<file path="src/rtl/add_seq_pkg.sv">
// Shared types and constants for the byte-serial add/subtract controller.
package add_seq_pkg;

   typedef enum logic [1:0] {
      IDLE = 2'd0,
      RUN  = 2'd1,
      DONE = 2'd2
   } state_t;

   localparam logic OP_ADD  = 1'b0;
   localparam logic OP_SUB  = 1'b1;
   localparam int   SLICE_W = 8;

endpackage

</file>
<file path="src/rtl/add8_slice.sv">
// Combinational 8-bit ripple slice: s = a + b + cin, cout = carry out.
module add8_slice
   import add_seq_pkg::*;
(
   input  logic [SLICE_W-1:0] a,
   input  logic [SLICE_W-1:0] b,
   input  logic               cin,
   output logic [SLICE_W-1:0] s,
   output logic               cout
);

   assign {cout, s} = {1'b0, a} + {1'b0, b} + {{SLICE_W{1'b0}}, cin};

endmodule

</file>
<file path="src/rtl/add_seq_ctrl.sv">
// Byte-serial add/sub: one 8-bit slice per cycle, result valid WORDS cycles after accept.
// Backpressure: result held in DONE until out_ready; no new request accepted until IDLE.
module add_seq_ctrl
   import add_seq_pkg::*;
#(
   parameter int WORDS = 4
) (
   input  logic                 clk,
   input  logic                 rst_n,
   input  logic                 clear,
   input  logic                 in_valid,
   output logic                 in_ready,
   input  logic [8*WORDS-1:0]   in_a,
   input  logic [8*WORDS-1:0]   in_b,
   input  logic                 in_op,
   output logic                 out_valid,
   input  logic                 out_ready,
   output logic [8*WORDS-1:0]   out_sum,
   output logic                 out_cout,
   output logic                 out_ovf,
   output logic                 busy
);

   localparam int W    = SLICE_W * WORDS;
   localparam int IDXW = $clog2(WORDS);
   localparam logic [IDXW-1:0] LAST_IDX = IDXW'(WORDS - 1);

   state_t            state_q, state_d;
   logic [IDXW-1:0]   idx_q, idx_d;
   logic              carry_q, carry_d;
   logic [W-1:0]      a_q, a_d;
   logic [W-1:0]      b_q, b_d;
   logic [W-1:0]      sum_q, sum_d;
   logic              cout_q, cout_d;
   logic              ovf_q, ovf_d;

   logic [SLICE_W-1:0] sl_a, sl_b, sl_s;
   logic               sl_cout;

   assign sl_a = a_q[idx_q*SLICE_W +: SLICE_W];
   assign sl_b = b_q[idx_q*SLICE_W +: SLICE_W];

   add8_slice u_slice (
      .a    (sl_a),
      .b    (sl_b),
      .cin  (carry_q),
      .s    (sl_s),
      .cout (sl_cout)
   );

   always_comb begin
      state_d = state_q;
      idx_d   = idx_q;
      carry_d = carry_q;
      a_d     = a_q;
      b_d     = b_q;
      sum_d   = sum_q;
      cout_d  = cout_q;
      ovf_d   = ovf_q;

      if (clear) begin
         state_d = IDLE;
         idx_d   = '0;
         carry_d = 1'b0;
      end else begin
         unique case (state_q)
            IDLE: begin
               if (in_valid) begin
                  // B is stored pre-inverted so subtraction is A + ~B + 1 through the same slice.
                  a_d     = in_a;
                  b_d     = in_b ^ {W{in_op}};
                  idx_d   = '0;
                  carry_d = (in_op == OP_SUB);
                  state_d = RUN;
               end
            end
            RUN: begin
               sum_d[idx_q*SLICE_W +: SLICE_W] = sl_s;
               carry_d = sl_cout;
               idx_d   = idx_q + IDXW'(1);
               if (idx_q == LAST_IDX) begin
                  cout_d  = sl_cout;
                  ovf_d   = (a_q[W-1] == b_q[W-1]) && (sl_s[SLICE_W-1] != a_q[W-1]);
                  idx_d   = '0;
                  state_d = DONE;
               end
            end
            DONE: begin
               if (out_ready) state_d = IDLE;
            end
            default: state_d = IDLE;
         endcase
      end
   end

   always_ff @(posedge clk or negedge rst_n) begin
      if (!rst_n) begin
         state_q <= IDLE;
         idx_q   <= '0;
         carry_q <= 1'b0;
         a_q     <= '0;
         b_q     <= '0;
         sum_q   <= '0;
         cout_q  <= 1'b0;
         ovf_q   <= 1'b0;
      end else begin
         state_q <= state_d;
         idx_q   <= idx_d;
         carry_q <= carry_d;
         a_q     <= a_d;
         b_q     <= b_d;
         sum_q   <= sum_d;
         cout_q  <= cout_d;
         ovf_q   <= ovf_d;
      end
   end

   assign in_ready  = (state_q == IDLE);
   assign out_valid = (state_q == DONE);
   assign busy      = (state_q != IDLE);
   assign out_sum   = sum_q;
   assign out_cout  = cout_q;
   assign out_ovf   = ovf_q;

endmodule

</file>
<file path="config.mk">
export PLATFORM = sky130hd
export DESIGN_NAME = add_seq_ctrl
export DESIGN_NICKNAME = d
export VERILOG_FILES = /design/src/rtl/add_seq_pkg.sv /design/src/rtl/add8_slice.sv /design/src/rtl/add_seq_ctrl.sv
export SDC_FILE = /design/constraint.sdc
export NUM_CORES = 1
export LEC_CHECK = 0
export CAP_MARGIN = 20
export CORE_MARGIN = 4
export CORE_UTILIZATION = 35
export CTS_CLUSTER_SIZE = 40
export DETAILED_ROUTE_END_ITERATION = 16
export PLACE_DENSITY = 0.6
export RECOVER_POWER = 25
export SLEW_MARGIN = 10
export SYNTH_ARGS = -nofsm -noshare
export SYNTH_HDL_FRONTEND = slang
export SYNTH_SLANG_ARGS = --single-unit
</file>
<file path="constraint.sdc">
create_clock -name clk -period 4.5 [get_ports clk]
set_clock_uncertainty 0.15 [all_clocks]
set_input_delay 0.9 -clock clk [delete_from_list [all_inputs] [get_ports clk]]
set_output_delay 0.9 -clock clk [all_outputs]
set_load 0.01 [all_outputs]
</file>
==> impl_metrics.json <==
{
  "viasPerCell": 5.01,
  "dr.pass1.iters": 4,
  "final_cell_mix": "clkdlybuf4s50_1 (104), dfrtp_1 (103), nor2_1 (38), xnor2_1 (37), mux2_2 (33)",
  "worstSetupPathType": "reg -> reg",
  "holdBufCountCts": 0,
  "dp_hpwl_mm": 8.77,
  "root_buffer": "clkbuf_16",
  "synth-seq-cells": 103,
  "synth_cells": 400,
  "status": "complete, no violations",
  "internal_power_mw": 1.90,
  "dp.cells": 672,
  "whs_path_depth": 2,
  "layout_min_cycle_time_ps": 3440,
  "clk_path_buf_depth": 2,
  "num_rows": 43,
  "cpPeakStageDelay_ps": 620,
  "yosys.area.top_type": "dfrtp_1",
  "tritoncts": "yes",
  "cts.clk_slew.worst_paths_ps": 70,
  "grt_max_degree": 97,
  "seq_area_frac_synth_pct": 51.3,
  "crit_arrival_ps": 3500,
  "synth_area_mm2": 0.00502,
  "yosys_most_used_dff": "dfrtp_1",
  "finalHoldViolCount": 0,
  "hold_end": "out_sum[26]",
  "syn2layout_area_growth_pct": 29.8,
  "holdWs_ps": 331,
  "fin_nets": 588,
  "cts_setup_buffers": 0,
  "comb_power_share_pct": 29.8,
  "endpoint_kind": "flop",
  "cpMostUsedCell": "fa_1",
  "critPathSlowestCell": "dfrtp_1",
  "vias": 3449,
  "final_layout_size_suffix_gt1_share_pct": 17.3,
  "min_period_over_period_pct": 76.5,
  "maxSlewViolCount": 0,
  "io_buffer_count": 106,
  "clkPwrFrac_pct": 27.5,
  "power.density_mw_per_mm2": 421,
  "final_cells": 688,
  "final_common_cell": "clkdlybuf4s50_1",
  "grt-ovfl-total": 0,
  "net-switching-power_mw": 0.842,
  "vdd.ir_drop.worst_mv": 0.230,
  "max_slew_margin_pct": 9.33,
  "reg2reg_from": "idx_q[0]",
  "insertion_delay_ps": 340,
  "leakage_nw": 2.59,
  "cts.sinks": 103,
  "synth_top_area_share_pct": 51.3,
  "clock.fmax_mhz": 290,
  "route.detailed.drc": 0,
  "synth_edf_count": 0,
  "final_util_pct": 46.6,
  "synthTopCellsByArea": "dfrtp_1 (51%), mux2_2 (7.4%), mux4_2 (7.2%), xnor2_1 (6.5%), a22o_1 (4.2%)",
  "netSwitchingFraction_pct": 30.7,
  "min_from": "out_sum[26]",
  "hold_class": "reg -> reg",
  "ant_nets": 0,
  "gp_congestion": 0.822,
  "cts_buffers": 9,
  "rsz0062_at_grt": "false",
  "required_ps": 4560,
  "synthesis.nets": 485,
  "antenna_found_initial": 0,
  "rr_endpoint": "carry_q",
  "yosysWarnings": 0,
  "reg2reg_slack_ps": 1060,
  "reg2reg_depth": 8,
  "cp-start-kind": "flop",
  "path_max_fanout": 8,
  "setup_tns_ps": 0,
  "tightest_slew_ps": 1360,
  "htree_levels": 3,
  "grt.total_usage_pct": 14.4,
  "initial_core_util_pct": 35.9,
  "nFillCells": 1298,
  "core_region_area_mm2": 0.0140,
  "wirelength_mm": 11.4,
  "die_w_um": 128,
  "synth_cell_types": 44,
  "p_total_mw": 2.74,
  "insertedDiodeCount": 0,
  "io_pins": 107,
  "grt_pass1_wl_mm": 18.7,
  "drt-initial-drc-count": 165,
  "wl_per_cell_um": 16.5,
  "setup_viol": 0,
  "crit_chain": "mux4_2 > fa_1 > fa_1 > a211oi_1 > o21ai_0 > a31o_2 > a221oi_1 > nor2_1",
  "dieHeight_um": 128,
  "grt_pass1_vias": 3499,
  "power_frac_seq_pct": 42.7,
  "die-area_mm2": 0.0163,
  "avgSynthCellArea_um2": 12.6,
  "drv_cap": 0,
  "synthArstFlopShare_pct": 100,
  "post_cts_resized": 0
}
==> flip-flops by register name, summed over array words and instances, names as in the netlist <==
register and flops:
carry_q 1, state_q 2, out_cout 1, idx_q 2, a_q 32, out_sum 32
b_q 32, out_ovf 1
==> final cells by class <==
| cell class | count | area [um^2] | share of cell area, % |
|---|---|---|---|
| well taps | 180 | 225 | 3.46 |
| clock buffers | 12 | 256 | 3.94 |
| inverters | 7 | 26.3 | 0.403 |
| multi-input cells | 270 | 2290 | 35.2 |
| clock inverters | 4 | 36.3 | 0.557 |
| flip-flops and latches | 103 | 2580 | 39.6 |
| repair buffers | 112 | 1100 | 16.9 |
==> power by group through the flow <==
stage,clock network (mW),registers [mW],logic [mW]
3_5_place_dp,0,1.19,0.820
6_report,0.754,1.17,0.816
4_1_cts,0.774,1.17,0.824
2_1_floorplan,0,1.17,0.522
5_1_grt,0.812,1.19,0.901
3_3_place_gp,0,1.19,0.799
==> worst max-delay path, delay by kind of cell, from the launching register on <==
| family | cells | cell delay (ps) |
|---|---|---|
| multiplexers | 1 | 580 |
| AND/OR/NAND/NOR | 1 | 70 |
| AO/OA/AOI/OAI | 4 | 1010 |
| flip-flops | 1 | 620 |
| adder cells (fa/ha/maj) | 2 | 890 |
==> kinds of logic after synthesis <==
group | after synthesis | share of synthesized area (%)
compound gates | 93 | 12.7
fa+ha+maj | 15 | 4.04
buf+inv | 27 | 2.99
simple gates | 75 | 7.73
flops | 103 | 51.3
xor+xnor | 37 | 6.45
mux | 50 | 14.8
==> Yosys cell counts (4+ instances only) <==
master / count
dfrtp_1: 103
nor2_1: 38
xnor2_1: 37
mux2_2: 33
a21oi_1: 32
a22o_1: 24
mux4_2: 16
o21ai_0: 14
ha_1: 13
nand2_1: 11
a21oi_2: 8
inv_1: 7
buf_2: 6
clkbuf_1: 6
buf_4: 5
nor3_1: 5
nand2b_1: 4
==> metrics by stage <==
stage | cell area, um^2 | setup slack (ps)
2_1_floorplan | 5020 | 1030
3_3_place_gp | 6230 | 1130
3_5_place_dp | 6230 | 1070
4_1_cts | 6530 | 1020
5_1_grt | 6520 | 743
6_report | 6520 | 1060
==> worst max-delay path by stage <==
| stage | from | endpoint | slack [ps] | cells after the start |
|---|---|---|---|---|
| after detailed placement | idx_q[0] | carry_q | 1070 | 8 |
| after floorplan | idx_q[1] | carry_q | 1030 | 10 |
| final | idx_q[0] | carry_q | 1060 | 8 |
| after global routing | idx_q[0] | carry_q | 740 | 8 |
| after global placement | idx_q[0] | carry_q | 1130 | 8 |
| after CTS | idx_q[0] | carry_q | 1020 | 8 |
==> metal layers <==
layer	global-route usage [%]	share of wire, %	vias to the layer above
met1	18.9	44	1694
met5	0	0	-
met3	3.62	6.1	12
met4	3.75	1.7	0
met2	24.0	49	103
li1	-	-	1640
No activity file was read; power rests on OpenSTA's default activity.
